`config.mk`:
```
export PLATFORM = sky130hd
export DESIGN_NAME = chi5_link_ctrl
export DESIGN_NICKNAME = d
export VERILOG_FILES = /design/src/rtl/chi5_link_ctrl.sv
export SDC_FILE = /design/constraint.sdc
export NUM_CORES = 1
export LEC_CHECK = 0
export BUFFER_PORTS_ARGS = -buffer_cell sky130_fd_sc_hd__buf_2
export CELL_PAD_IN_SITES_DETAIL_PLACEMENT = 0
export CELL_PAD_IN_SITES_GLOBAL_PLACEMENT = 2
export CORE_MARGIN = 10
export CORE_UTILIZATION = 38
export CTS_CLUSTER_SIZE = 16
export DETAILED_ROUTE_END_ITERATION = 12
export GPL_TIMING_DRIVEN = 1
export PLACE_DENSITY_LB_ADDON = 0.1
export SLEW_MARGIN = 15
export SYNTH_ARGS = -nofsm -noshare
export SYNTH_HDL_FRONTEND = slang
export SYNTH_SLANG_ARGS = --single-unit
```
`constraint.sdc`:
```
create_clock -name ACLK -period 5.71 [get_ports ACLK]
set_clock_uncertainty 0.1 [all_clocks]
set_input_delay 0.571 -clock ACLK [delete_from_list [all_inputs] [get_ports ACLK]]
set_output_delay 0.571 -clock ACLK [all_outputs]
set_load 0.02 [all_outputs]
```
`src/rtl/chi5_link_ctrl.sv`:
```
// CHI link-layer controller: independent TX/RX four-state link FSMs with
// per-channel L-credit accounting for NUM_CH flit channels.
module chi5_link_ctrl #(
  parameter  int NUM_CH  = 4,
  parameter  int MAX_CRD = 15,
  localparam int CW      = $clog2(MAX_CRD + 1)
) (
  input  logic              ACLK,
  input  logic              ARESET,
  input  logic              lnk_up_req,
  output logic              txlinkactivereq,
  input  logic              txlinkactiveack,
  input  logic              rxlinkactivereq,
  output logic              rxlinkactiveack,
  input  logic [NUM_CH-1:0] tx_lcrdv,
  input  logic [NUM_CH-1:0] tx_flit_req,
  output logic [NUM_CH-1:0] tx_flitv,
  output logic [NUM_CH-1:0] tx_lcrd_rtn,
  output logic [NUM_CH-1:0] rx_lcrdv,
  input  logic [NUM_CH-1:0] rx_flitv,
  input  logic [NUM_CH-1:0] rx_lcrd_rtn,
  output logic [1:0]        tx_state,
  output logic [1:0]        rx_state,
  output logic              err
);

  typedef enum logic [1:0] {
    ST_STOP  = 2'd0,
    ST_ACT   = 2'd1,
    ST_RUN   = 2'd2,
    ST_DEACT = 2'd3
  } link_state_e;

  localparam logic [CW-1:0] MAX_V  = CW'(MAX_CRD);
  localparam logic [CW-1:0] ONE_V  = CW'(1'b1);
  localparam logic [CW-1:0] ZERO_V = CW'(1'b0);

  link_state_e       tx_state_r, rx_state_r;
  logic              tx_req_r, rx_ack_r, err_r;
  logic [NUM_CH-1:0] rx_lcrdv_r;
  logic [CW-1:0]     tx_cnt_r     [NUM_CH];
  logic [CW-1:0]     rx_out_r     [NUM_CH];
  logic [CW-1:0]     tx_cnt_nxt_s [NUM_CH];
  logic [CW-1:0]     rx_out_nxt_s [NUM_CH];
  logic [NUM_CH-1:0] tx_flitv_s, tx_rtn_s, tx_nz_s, rx_nz_s, rx_dec_s;
  logic              tx_err_s, rx_err_s, rx_run_nxt_s;

  // Credit arithmetic, issue gating and error detection for both directions
  always_comb begin
    tx_err_s     = 1'b0;
    rx_err_s     = 1'b0;
    tx_flitv_s   = '0;
    tx_rtn_s     = '0;
    tx_nz_s      = '0;
    rx_nz_s      = '0;
    rx_dec_s     = '0;
    rx_run_nxt_s = rxlinkactivereq &&
                   ((rx_state_r == ST_RUN) || (rx_state_r == ST_ACT && lnk_up_req));
    for (int c = 0; c < NUM_CH; c++) begin
      tx_nz_s[c]    = (tx_cnt_r[c] != ZERO_V);
      tx_flitv_s[c] = tx_flit_req[c] && (tx_state_r == ST_RUN) && tx_nz_s[c];
      tx_rtn_s[c]   = (tx_state_r == ST_DEACT) && tx_nz_s[c];
      tx_cnt_nxt_s[c] = tx_cnt_r[c];
      if (tx_lcrdv[c] && (tx_state_r == ST_STOP)) begin
        tx_err_s = 1'b1;
      end else if (tx_lcrdv[c]) begin
        if (tx_flitv_s[c] || tx_rtn_s[c]) begin
          tx_cnt_nxt_s[c] = tx_cnt_r[c];
        end else if (tx_cnt_r[c] == MAX_V) begin
          tx_err_s = 1'b1;
        end else begin
          tx_cnt_nxt_s[c] = tx_cnt_r[c] + ONE_V;
        end
      end else if (tx_flitv_s[c] || tx_rtn_s[c]) begin
        tx_cnt_nxt_s[c] = tx_cnt_r[c] - ONE_V;
      end else begin
        tx_cnt_nxt_s[c] = tx_cnt_r[c];
      end

      // An illegal consume is flagged and not applied, so the counter never wraps
      rx_nz_s[c]      = (rx_out_r[c] != ZERO_V);
      rx_dec_s[c]     = rx_flitv[c] || rx_lcrd_rtn[c];
      rx_out_nxt_s[c] = rx_out_r[c];
      if ((rx_flitv[c] && rx_lcrd_rtn[c]) || (rx_dec_s[c] && !rx_nz_s[c])) begin
        rx_err_s        = 1'b1;
        rx_out_nxt_s[c] = rx_lcrdv_r[c] ? (rx_out_r[c] + ONE_V) : rx_out_r[c];
      end else if (rx_lcrdv_r[c] && !rx_dec_s[c]) begin
        rx_out_nxt_s[c] = rx_out_r[c] + ONE_V;
      end else if (!rx_lcrdv_r[c] && rx_dec_s[c]) begin
        rx_out_nxt_s[c] = rx_out_r[c] - ONE_V;
      end else begin
        rx_out_nxt_s[c] = rx_out_r[c];
      end
    end
  end

  // TX link FSM with registered activation request
  always_ff @(posedge ACLK) begin
    if (ARESET) begin
      tx_state_r <= ST_STOP;
      tx_req_r   <= 1'b0;
    end else begin
      case (tx_state_r)
        ST_STOP: if (lnk_up_req && !txlinkactiveack) begin
          tx_state_r <= ST_ACT;
          tx_req_r   <= 1'b1;
        end
        ST_ACT: if (txlinkactiveack) tx_state_r <= ST_RUN;
        ST_RUN: if (!lnk_up_req) begin
          tx_state_r <= ST_DEACT;
          tx_req_r   <= 1'b0;
        end
        ST_DEACT: if (!txlinkactiveack && (tx_nz_s == '0)) tx_state_r <= ST_STOP;
        default: begin
          tx_state_r <= ST_STOP;
          tx_req_r   <= 1'b0;
        end
      endcase
    end
  end

  // RX link FSM with registered activation acknowledge
  always_ff @(posedge ACLK) begin
    if (ARESET) begin
      rx_state_r <= ST_STOP;
      rx_ack_r   <= 1'b0;
    end else begin
      case (rx_state_r)
        ST_STOP: if (rxlinkactivereq) rx_state_r <= ST_ACT;
        ST_ACT: begin
          if (!rxlinkactivereq) begin
            rx_state_r <= ST_STOP;
          end else if (lnk_up_req) begin
            rx_state_r <= ST_RUN;
            rx_ack_r   <= 1'b1;
          end
        end
        ST_RUN: if (!rxlinkactivereq) rx_state_r <= ST_DEACT;
        ST_DEACT: if (rx_nz_s == '0) begin
          rx_state_r <= ST_STOP;
          rx_ack_r   <= 1'b0;
        end
        default: begin
          rx_state_r <= ST_STOP;
          rx_ack_r   <= 1'b0;
        end
      endcase
    end
  end

  // Credit counters, registered grants (look ahead one cycle) and sticky error
  always_ff @(posedge ACLK) begin
    if (ARESET) begin
      for (int c = 0; c < NUM_CH; c++) begin
        tx_cnt_r[c] <= ZERO_V;
        rx_out_r[c] <= ZERO_V;
      end
      rx_lcrdv_r <= '0;
      err_r      <= 1'b0;
    end else begin
      for (int c = 0; c < NUM_CH; c++) begin
        tx_cnt_r[c]   <= tx_cnt_nxt_s[c];
        rx_out_r[c]   <= rx_out_nxt_s[c];
        rx_lcrdv_r[c] <= rx_run_nxt_s && (rx_out_nxt_s[c] < MAX_V);
      end
      err_r <= err_r | tx_err_s | rx_err_s;
    end
  end

  assign txlinkactivereq = tx_req_r;
  assign rxlinkactiveack = rx_ack_r;
  assign tx_flitv        = tx_flitv_s;
  assign tx_lcrd_rtn     = tx_rtn_s;
  assign rx_lcrdv        = rx_lcrdv_r;
  assign tx_state        = tx_state_r;
  assign rx_state        = rx_state_r;
  assign err             = err_r;

endmodule

```
==> implementation parameters, run 1 <==
Parameter                              Value

Yosys
  Number of distinct library cells after synthesis ... 57
  Most common flop cell mapped by yosys ... sky130_fd_sc_hd__dfxtp_1
  Largest family of logic cells by synthesized area ... simple AND/OR/NAND/NOR gates
  Xor/xnor cell area share of the yosys netlist ... a little under an eighth
  Cell Area, Synth ... ~3000 sq um
  Synth Area in Adders ... roughly an eighth
  Top cells by area in the synthesized netlist ... sky130_fd_sc_hd__dfxtp_1 (28%), sky130_fd_sc_hd__ha_1 (9.4%), sky130_fd_sc_hd__xnor2_1 (7.7%), sky130_fd_sc_hd__mux2i_1 (5.2%), sky130_fd_sc_hd__nor2_1 (4.8%)
  Largest area contributor in the netlist ... sky130_fd_sc_hd__dfxtp_1
  Avg Synthesized Cell Area ... slightly below 9 sq um
  Register bit total from synthesis ... 43
  Mux contribution to synthesized area ... just under 7%
  Sequential area share after synthesis ... 28.1%
  Area fraction in and, or, nand and nor cells after synthesis ... 23.1%
  Share of Yosys cell area claimed by the top area cell type ... between 20 and 30%
  Synth async-reset ratio ... 0%
  Synthesized net count ... 396
  Count of flip-flops with a built-in enable after synthesis ... 0
  Yosys warns ... 0
  Compound-Gate Fraction of Synth Area ... between 10% and 20%
  Cell count after synthesis ... 348

Clock tree
  Clk_lat worst skew ... 0.29 ns
  Clk slew on worst S/H paths ... 0.08 ns
  Number of CTS-inserted buffers ... 5
  Total number of H-tree levels ... 2
  CTS tree ... done
  Root buffer cell ... sky130_fd_sc_hd__clkbuf_8
  Num Clock Sinks ... 43
  Clock tree buffer depth ... 2
  Total of cells resized after clock tree synthesis ... 0
  Setup fix buffers added after clock tree synthesis ... 0
  Number of hold buffers added after CTS ... 0

Min path
  Class of the most critical hold timing path ... reg -> reg
  Min-Delay Startpoint ... rxlinkactiveack
  End point of the worst hold path ... rxlinkactiveack
  Hold path depth ... 2

Layout
  Signed area change from the synthesized netlist to the final layout ... 11.8%
  Final layout net count ... 429
  Fraction of final layout cells sized beyond drive strength 1 ... 17.3%
  Commonest cells after routing, fill and taps aside ... sky130_fd_sc_hd__dfxtp_1 (43), sky130_fd_sc_hd__nor2_1 (39), sky130_fd_sc_hd__buf_2 (39), sky130_fd_sc_hd__xnor2_1 (27), sky130_fd_sc_hd__ha_1 (23)
  Number of fill cells in the layout ... 797
  Number of antenna cells inserted ... 0
  Number of cells in the finished layout apart from fillers ... between 400 and 500
  Most common cell after layout, fill and taps aside ... sky130_fd_sc_hd__dfxtp_1

Floorplanning
  Core Region ... 7770 sq um
  Die Footprint ... between 10000 and 15000 sq um
  Die outline width ... between 100 and 150 um
  Number of I/O pins ... 40
  Vert. Die Dim ... about 110 um
  Initial core utilization ... between 30% and 40%
  Number of cell rows ... 32

Placed design
  Inst Count DP ... roughly 480
  Count of buffers inserted at the top-level ports ... 39
  Final weighted congestion of routability-driven global placement ... about 0.74
  HPWL after DPL ... 5.43 mm

STA
  Final max-slew violation count ... 0
  Setup repair after global routing missed its margin ... no
  Final period utilization ... 39.4%
  Crit path time final ... ~2.2 ns
  Endpoints failing setup ... 0
  Final setup TNS ... 0 ns
  Count of final hold-check violations ... 0
  Slew @ Worst Pin ... between 0.7 and 0.8 ns
  Max-Slew Margin vs Limit ... a little under half
  FMAX ... about 0.44 GHz

Routing
  DRC violation count after routing ... 0
  Post-Route WL ... about 7 mm
  Number of optimization iterations in the first detailed-route pass ... 4
  Vias after detailed routing ... 2516
  Vias per cell ... about 5.2
  Number of antenna-violating nets in the routed design ... 0
  Violation count after the first detailed-routing iteration ... 113
  Mean routed wirelength per cell ... around 15 um

Worst setup path
  Endpoint of the worst register-to-register path ... rx_lcrdv[1]
  R2R Path Start ... rx_out_r[1][0]
  Startpoint of the most critical setup path ... tx_state[0]
  Register-to-register setup slack ... between 3 and 4 ns
  Worst setup path category ... reg -> out
  CP endpoint kind ... output pin
  Maximum fanout count along the critical path ... 10
  Critical Path Start Type ... flip-flop
  Register-to-Register Path Depth ... 7
  Worst endpoint data arrival time ... about 1.6 ns
  CP required ... about 5.0 ns

Power
  Switching power ... 662 uW
  Cell internal pwr ... about 870 uW
  Power share of the sequential group ... between 30% and 40%
  Worst vdd ir ... between 0.15 and 0.2 mV
  Share of power burned in the clock network ... between 10% and 20%
  Switching share of power ... a little over two fifths
  Power density of the placed cells ... ~450 nW/um^2
  Cell leakage power ... about 0.0014 uW
  Logic pwr share ... between 50% and 60%

Flow run
  Max cap viols ... 0

Outcome
  Run status ... finished, final reports clean

Global route
  Antenna violations before repair ... 0
  Remaining global-route overflow ... 0
  Number of global-route vias before repair ... approximately 2400
  Overall fraction of global-route tracks in use ... 12.0%
  Largest net degree at the start of global routing ... 42
  First-pass GRT wire length ... 11.9 mm
==> worst max path at each step <==
stage	endpoint	slack [ns]
finish	tx_flitv[1]	3.46
CTS	tx_flitv[1]	3.45
global placement	rx_lcrdv[1]	3.52
global route	tx_flitv[1]	3.32
floorplan	tx_cnt_r[1][3]	3.75
detailed placement	rx_lcrdv[1]	3.49
==> metal layers <==
layer | GRT usage [%] | vias up | share of wire, %
met2 | 18.9 | 40 | 46
met4 | 2.23 | 0 | 0.70
met5 | 0 | - | 0
met3 | 2.57 | 4 | 3.7
met1 | 16.6 | 1160 | 50
li1 | - | 1312 | -
==> per-stage QoR <==
| step | setup WS (ns) | utilization (%) | hold WS (ns) | total power [uW] | area (sq um) |
|---|---|---|---|---|---|
| final | 3.46 | 44.1 | 0.395 | 1530 | 3420 |
| after global routing | 3.32 | 44.1 | 0.399 | 1680 | 3420 |
| after CTS | 3.45 | 44.1 | 0.388 | 1550 | 3420 |
| after detailed placement | 3.49 | 42.9 | 0.371 | 1330 | 3330 |
| after global placement | 3.52 | 42.9 | 0.359 | 1340 | 3330 |
| after floorplan | 3.75 | - | 0.415 | 1170 | 3060 |
==> registers in the layout (all words and copies together), names as in the netlist, named ones only <==
name,flops
err,1
tx_cnt_r,16
rx_out_r,16
txlinkactivereq,1
rx_lcrdv,4
rx_state,1
tx_state,2
rxlinkactiveack,1
==> power groups by stage <==
stage / combinational, uW / clock [uW] / sequential, uW
2_1_floorplan: 681 / 0 / 486
3_3_place_gp: 818 / 0 / 521
3_5_place_dp: 815 / 0 / 519
4_1_cts: 824 / 217 / 513
5_1_grt: 917 / 226 / 533
6_report: 811 / 210 / 513
==> cell type report <==
cell class	instances	area [sq um]	share of cell area [%]
inverters	18	67.6	1.97
well taps	102	128	3.73
clock inverters	1	8.76	0.256
multi-input cells	274	2080	60.7
flip-flops and latches	43	861	25.1
clock buffers	7	86.3	2.52
repair buffers	39	195	5.70
==> worst max-delay path, cell delays in order (launching register included) <==
cell                      delay (ns)
sky130_fd_sc_hd__dfxtp_1        0.34
sky130_fd_sc_hd__inv_1          0.10
sky130_fd_sc_hd__ha_1           0.36
sky130_fd_sc_hd__nand2_1        0.14
sky130_fd_sc_hd__nor2_1         0.15
sky130_fd_sc_hd__buf_2          0.19
==> cell usage after synthesis, types with 4 or more instances <==
| master | count |
|---|---|
| sky130_fd_sc_hd__nand2_1 | 17 |
| sky130_fd_sc_hd__nand4_1 | 7 |
| sky130_fd_sc_hd__a21oi_1 | 16 |
| sky130_fd_sc_hd__inv_1 | 18 |
| sky130_fd_sc_hd__or4_1 | 5 |
| sky130_fd_sc_hd__nor2_1 | 39 |
| sky130_fd_sc_hd__o21ai_0 | 8 |
| sky130_fd_sc_hd__a21o_1 | 4 |
| sky130_fd_sc_hd__nand2b_1 | 4 |
| sky130_fd_sc_hd__nor2b_1 | 9 |
| sky130_fd_sc_hd__xor2_1 | 13 |
| sky130_fd_sc_hd__nor4b_1 | 4 |
| sky130_fd_sc_hd__mux2i_1 | 16 |
| sky130_fd_sc_hd__ha_1 | 23 |
| sky130_fd_sc_hd__clkbuf_1 | 7 |
| sky130_fd_sc_hd__nor3_1 | 7 |
| sky130_fd_sc_hd__buf_2 | 6 |
| sky130_fd_sc_hd__fa_1 | 4 |
| sky130_fd_sc_hd__a31oi_1 | 5 |
| sky130_fd_sc_hd__dfxtp_1 | 43 |
| sky130_fd_sc_hd__xnor2_1 | 27 |
| sky130_fd_sc_hd__nand3_1 | 10 |
| sky130_fd_sc_hd__o22ai_1 | 4 |
| sky130_fd_sc_hd__nor4_2 | 4 |
==> cell families (layout without fill, tap and decap cells) <==
family | Yosys count | count (layout)
AOI/OAI and AO/OA | 62 | 62
xor gates and xnor gates | 40 | 40
adders and majority gates | 28 | 28
buffers and inverters | 31 | 65
DFF | 43 | 43
muxes | 20 | 20
and+or+nand+nor | 124 | 124
Note: power is estimated with default switching activity, not from simulation.
==> inputs of run 2 (changes only) <==
CORE_UTILIZATION = 36   (was 38)
clock period = 2.09 ns   (was 5.71 ns; I/O delays follow)
==> run 2 against run 1 <==
Cell area rose by 4.0%; die area increased by 4.5%; worst setup slack got worse by 3.3 ns; clock-buffer cell count decreased by 1; via count increased by 0.44%; largest power group unchanged; highest routed layer unchanged.
==> implementation parameters, run 2 (synthesis gave the netlist of run 1 again) <==
Parameter                              Value

Min path
  Min-Delay Startpoint ... ARESET
  Class of the most critical hold timing path ... in -> reg
  End point of the worst hold path ... tx_cnt_r[1][0]
  Hold path depth ... 2 (unchanged)

STA
  Setup repair after global routing missed its margin ... no
  Final max-slew violation count ... 0 (unchanged)
  Slew @ Worst Pin ... 0.519 ns (-0.263 ns)
  FMAX ... 0.511 GHz
  Final period utilization ... slightly above 90%
  Crit path time final ... between 1.5 and 2 ns
  Final setup TNS ... 0 ns (unchanged)
  Endpoints failing setup ... 0 (unchanged)
  Max-Slew Margin vs Limit ... 65.2% (+17 points)
  Count of final hold-check violations ... 0 (unchanged)

Floorplanning
  Number of I/O pins ... 40 (unchanged)
  Die outline width ... 112 um (+2.2%)
  Number of cell rows ... 33 (+3.1%)
  Vert. Die Dim ... 112 um (+2.2%)
  Initial core utilization ... 37.1% (-2.3 points)
  Die Footprint ... 12600 sq um (+4.5%)
  Core Region ... 8260 sq um (+6.3%)

Worst setup path
  Critical Path Start Type ... flip-flop
  CP required ... 2.18 ns (-2.86 ns)
  Register-to-register setup slack ... 0.13 ns (-3.41 ns)
  Maximum fanout count along the critical path ... 6 (-4)
  Register-to-Register Path Depth ... 6 (-1)
  CP endpoint kind ... flip-flop
  Endpoint of the worst register-to-register path ... tx_cnt_r[1][3]
  Worst setup path category ... reg -> reg
  Worst endpoint data arrival time ... 2.05 ns (+0.47 ns)
  Startpoint of the most critical setup path ... tx_state[1]
  R2R Path Start ... tx_state[1]

Layout
  Most common cell after layout, fill and taps aside ... sky130_fd_sc_hd__dfxtp_1
  Number of antenna cells inserted ... 0 (unchanged)
  Commonest cells after routing, fill and taps aside ... sky130_fd_sc_hd__dfxtp_1 (42), sky130_fd_sc_hd__nor2_1 (39), sky130_fd_sc_hd__buf_2 (39), sky130_fd_sc_hd__xnor2_1 (27), sky130_fd_sc_hd__ha_1 (22)
  Fraction of final layout cells sized beyond drive strength 1 ... 20.7% (+3.4 points)
  Number of fill cells in the layout ... 881 (+11%)
  Area of all placed cells without fillers ... 3560 sq um (+4.0%)
  Final layout net count ... 444 (+3.5%)
  Number of cells in the finished layout apart from fillers ... 501 (+3.5%)
  Signed area change from the synthesized netlist to the final layout ... 16.3%
  Sequential cell area in the final layout ... 862 sq um (+0.15%)
  Area used by multi-input combinational logic ... 2090 sq um (+0.54%)

Clock tree
  CTS tree ... done
  Clock tree buffer depth ... 2 (unchanged)
  Clk slew on worst S/H paths ... 0.08 ns (about the same)
  Number of hold buffers added after CTS ... 0 (unchanged)
  Clk_lat worst skew ... 0.30 ns (about the same)
  Root buffer cell ... sky130_fd_sc_hd__clkbuf_8
  Number of CTS-inserted buffers ... 5 (unchanged)
  Total number of H-tree levels ... 2 (unchanged)
  Num Clock Sinks ... 43 (unchanged)

Global route
  Largest net degree at the start of global routing ... 17 (-60%)
  Antenna violations before repair ... 0 (unchanged)
  Number of global-route vias before repair ... 2426 (+2.3%)
  Remaining global-route overflow ... 0 (unchanged)
  First-pass GRT wire length ... 12.1 mm (+2.3%)
  Overall fraction of global-route tracks in use ... 11.3% (-0.71 points)

Placed design
  HPWL after DPL ... 5.65 mm (+4.1%)
  Final weighted congestion of routability-driven global placement ... 0.742 (+0.23%)
  Count of buffers inserted at the top-level ports ... 39 (unchanged)
  Inst Count DP ... 494 (+3.8%)
  Cell area reported after detailed placement ... 3450 sq um (+3.5%)

Flow run
  Max cap viols ... 0 (unchanged)

Routing
  Violation count after the first detailed-routing iteration ... 60 (-47%)
  Vias after detailed routing ... 2527 (+0.44%)
  Vias per cell ... 5.04 (-3.0%)
  DRC violation count after routing ... 0 (unchanged)
  Mean routed wirelength per cell ... 14.5 um (-1.1%)
  Number of optimization iterations in the first detailed-route pass ... 6 (+2)
  Post-Route WL ... 7.27 mm (+2.3%)
  Number of antenna-violating nets in the routed design ... 0 (unchanged)

Power
  Worst vdd ir ... 0.455 mV (+160%)
  Cell leakage power ... 0.00151 uW (+5.2%)
  Power density of the placed cells ... 1260 nW/um^2 (+180%)

Outcome
  Run status ... finished, final reports clean
[run 2: worst max path at each step]
stage          slack, ns             end  cells after the start
6_report            0.13  tx_cnt_r[1][3]                      6
5_1_grt            0.004  rx_out_r[3][1]                      7
4_1_cts             0.04  tx_cnt_r[1][3]                      7
3_5_place_dp        0.06  tx_cnt_r[1][3]                      7
3_3_place_gp        0.13  tx_cnt_r[1][3]                      7
2_1_floorplan       0.13  tx_cnt_r[1][3]                      7
[run 2: layout make-up]
type	count	share of cell area (%)
clock inverter	1	0.843
inverter	18	1.90
clock buffer	6	2.04
timing repair buffer	54	8.64
multi-input combinational	274	58.7
sequential	43	24.2
tap	105	3.69
[run 2: per-stage QoR]
stage          utilization (%)  power [uW]  setup WS [ns]  hold WS, ns
6_report                  43.1        4480          0.134        0.124
3_5_place_dp              41.7        3860         0.0617        0.384
4_1_cts                   43.0        4540         0.0437        0.125
3_3_place_gp              41.7        3840          0.127        0.379
2_1_floorplan                -        3190          0.131        0.296
5_1_grt                   43.1        4920        0.00384        0.134
[run 2: timing repair]
item / CTS / global route
gates resized for setup: 0 / 3
hold endpoints to repair: 0 / 0
setup buffers: 0 / 0
setup endpoints to repair: 0 / 9
[run 2: where the power goes]
| group | switching, uW | leakage (uW) | internal [uW] |
|---|---|---|---|
| clock | 292 | 0.0000513 | 351 |
| sequential | 316 | 0.000352 | 1050 |
| combinational | 1240 | 0.00110 | 1230 |
| total | 1840 | 0.00151 | 2630 |
[run 2: metal layers]
metal,track usage [%],vias to the layer above,share of wire [%]
met3,2.82,5,3.8
met5,0,-,0
met1,15.6,1149,51
met2,17.4,37,45
li1,-,1336,-
met4,2.28,0,0.84
[run 2: critical path, cell delays in order, from the launching register on]
cell and delay (ns):
sky130_fd_sc_hd__dfxtp_1 0.40, sky130_fd_sc_hd__ha_1 0.29, sky130_fd_sc_hd__inv_1 0.16, sky130_fd_sc_hd__a21oi_2 0.26
sky130_fd_sc_hd__mux2i_4 0.36, sky130_fd_sc_hd__a21oi_1 0.10, sky130_fd_sc_hd__a31o_1 0.18
==> inputs of run 3 (changes only) <==
RECOVER_POWER = 100   (was not set)
clock period = 2.2 ns   (was 2.09 ns; I/O delays follow)
==> run 3 against run 2 <==
Register-to-register slack improved by 0.05 ns; worst hold slack improved by 0.011 ns; sequential share of layout area grew 0.36 points; critical path type unchanged.
==> implementation parameters, run 3 (synthesis gave the netlist of run 1 again) <==
Parameter                              Value

Outcome
  Run status ... finished, final reports clean

Worst setup path
  CP endpoint kind ... flip-flop
  CP required ... 2.28 ns (+0.10 ns)
  Register-to-register setup slack ... 0.19 ns (+0.05 ns)
  Startpoint of the most critical setup path ... rx_out_r[1][1]
  Critical Path Start Type ... flip-flop
  Endpoint of the worst register-to-register path ... rx_lcrdv[1]
  Register-to-Register Path Depth ... 8 (+2)
  Maximum fanout count along the critical path ... 5 (-1)
  Worst endpoint data arrival time ... 2.09 ns (+0.04 ns)
  Worst setup path category ... reg -> reg
  R2R Path Start ... rx_out_r[1][1]

Layout
  Fraction of final layout cells sized beyond drive strength 1 ... 16.0% (-4.7 points)
  Signed area change from the synthesized netlist to the final layout ... 14.4%
  Number of antenna cells inserted ... 0 (unchanged)
  Commonest cells after routing, fill and taps aside ... sky130_fd_sc_hd__dfxtp_1 (43), sky130_fd_sc_hd__nor2_1 (39), sky130_fd_sc_hd__xnor2_1 (27), sky130_fd_sc_hd__buf_2 (23), sky130_fd_sc_hd__ha_1 (22)
  Final layout net count ... 441 (-0.68%)
  Most common cell after layout, fill and taps aside ... sky130_fd_sc_hd__dfxtp_1
  Area of all placed cells without fillers ... 3500 sq um (-1.6%)
  Number of cells in the finished layout apart from fillers ... 499 (-0.40%)

Floorplanning
  Vert. Die Dim ... 112 um (unchanged)
  Die outline width ... 112 um (unchanged)
  Initial core utilization ... 37.1% (unchanged)
  Core Region ... 8260 sq um (unchanged)
  Number of I/O pins ... 40 (unchanged)
  Number of cell rows ... 33 (unchanged)
  Die Footprint ... 12600 sq um (unchanged)

STA
  Endpoints failing setup ... 0 (unchanged)
  FMAX ... 0.496 GHz (-2.9%)
  Setup repair after global routing missed its margin ... no
  Max-Slew Margin vs Limit ... 64.5% (-0.68 points)
  Minimum setup slack in the final design ... 0.185 ns (+0.0514 ns)
  Final period utilization ... 91.6% (-2.0 points)
  Count of final hold-check violations ... 0 (unchanged)
  Crit path time final ... 2.01 ns (+0.0586 ns)
  Final setup TNS ... 0 ns (unchanged)
  Slew @ Worst Pin ... 0.529 ns (+0.0102 ns)
  Final max-slew violation count ... 0 (unchanged)

Clock tree
  Root buffer cell ... sky130_fd_sc_hd__clkbuf_8
  Clk slew on worst S/H paths ... 0.09 ns (about the same)
  Number of CTS-inserted buffers ... 5 (unchanged)
  Number of hold buffers added after CTS ... 0 (unchanged)
  Num Clock Sinks ... 43 (unchanged)
  CTS tree ... done
  Total number of H-tree levels ... 2 (unchanged)
  Clk_lat worst skew ... 0.30 ns (about the same)
  Clock tree buffer depth ... 2 (unchanged)

Placed design
  Inst Count DP ... 491 (-0.61%)
  Final weighted congestion of routability-driven global placement ... 0.782 (+5.3%)
  HPWL after DPL ... 5.69 mm (+0.71%)
  Cell area reported after detailed placement ... 3420 sq um (-0.65%)
  Worst setup slack after placement ... 0.0924 ns (+0.0308 ns)
  Count of buffers inserted at the top-level ports ... 39 (unchanged)

Global route
  Most utilized layer in the global route result ... met2
  Met1 GRT Util ... 15.6% (-0.036 points)
  Met3 track demand over resource in global routing ... 2.72% (-0.11 points)
  Number of global-route vias before repair ... 2565 (+5.7%)
  First-pass GRT wire length ... 12.6 mm (+3.5%)
  Met2 Track Usage GR ... 17.8% (+0.42 points)
  Largest net degree at the start of global routing ... 17 (unchanged)
  Overall fraction of global-route tracks in use ... 11.6% (+0.28 points)
  Remaining global-route overflow ... 0 (unchanged)
  Antenna violations before repair ... 0 (unchanged)

Routing
  Number of optimization iterations in the first detailed-route pass ... 4 (-2)
  Vias per cell ... 5.06 (+0.32%)
  Violation count after the first detailed-routing iteration ... 70 (+17%)
  Mean routed wirelength per cell ... 14.6 um (+0.43%)
  Vias after detailed routing ... 2525 (-0.079%)
  DRC violation count after routing ... 0 (unchanged)
  Number of antenna-violating nets in the routed design ... 0 (unchanged)
  Post-Route WL ... 7.27 mm (about the same)

Flow run
  Max cap viols ... 0 (unchanged)

Min path
  Hold path depth ... 2 (unchanged)
  Class of the most critical hold timing path ... in -> reg
  Min-Delay Startpoint ... ARESET
  End point of the worst hold path ... rx_out_r[3][2]

Power
  Worst vdd ir ... 0.451 mV (-0.87%)
  Power density of the placed cells ... 1180 nW/um^2 (-6.0%)
  Cell leakage power ... 0.00142 uW (-5.6%)
  Total design power ... 4140 uW (-7.5%)
[run 3: cell types whose count changed in the layout (fill, tap and decap cells not counted), moves of 2 or more]
cell                       change
sky130_fd_sc_hd__buf_2        -16
sky130_fd_sc_hd__clkbuf_1     +16
sky130_fd_sc_hd__buf_4         -5
sky130_fd_sc_hd__clkbuf_8      +2
[run 3: timing repair]
item,in CTS,in global routing
endpoints found under the setup margin,0,6
resized for setup,0,4
hold endpoints to repair,0,0
buffers inserted,0,0
[run 3: critical path, cell delays in order, from the launching register on]
cell and delay [ns]:
sky130_fd_sc_hd__dfxtp_1 0.39, sky130_fd_sc_hd__inv_1 0.07, sky130_fd_sc_hd__ha_1 0.22, sky130_fd_sc_hd__nor3b_2 0.19
sky130_fd_sc_hd__or2_0 0.26, sky130_fd_sc_hd__clkbuf_2 0.16, sky130_fd_sc_hd__o22ai_1 0.20, sky130_fd_sc_hd__xor2_1 0.21
sky130_fd_sc_hd__a31oi_1 0.11
[run 3: worst max path at each step]
stage	endpoint
after floorplan	tx_cnt_r[1][3]
after detailed placement	tx_cnt_r[1][3]
after global routing	err
after CTS	tx_cnt_r[1][1]
final	rx_lcrdv[1]
after global placement	rx_lcrdv[1]
[run 3: metal layers]
metal / share of wire (%) / wire length (um)
met1: 51 / 3700
met2: 43 / 3150
met3: 4.3 / 314
met4: 1.4 / 99
met5: 0 / 0
[run 3: final cells by class]
cell class	instances	area, sq um
Inverter	18	67.6
Clock buffer	7	96.3
Timing Repair Buffer	51	259
Sequential cell	43	861
Multi-Input combinational cell	274	2080
Tap cell	105	131
Fill cell	883	4750
Clock inverter	1	7.51
[run 3: stage by stage]
step	utilization, %	hold slack (ns)
after global placement	41.5	0.383
after CTS	42.7	0.133
after detailed placement	41.5	0.384
after floorplan	-	0.307
after global routing	42.4	0.152
final	42.4	0.134
[run 3: power breakdown]
group          leakage, uW  internal (uW)  switching [uW]  total (uW)
registers         0.000352            999             299        1300
logic              0.00102           1110            1160        2270
clock network    0.0000505            286             287         573
total              0.00142           2390            1750        4140
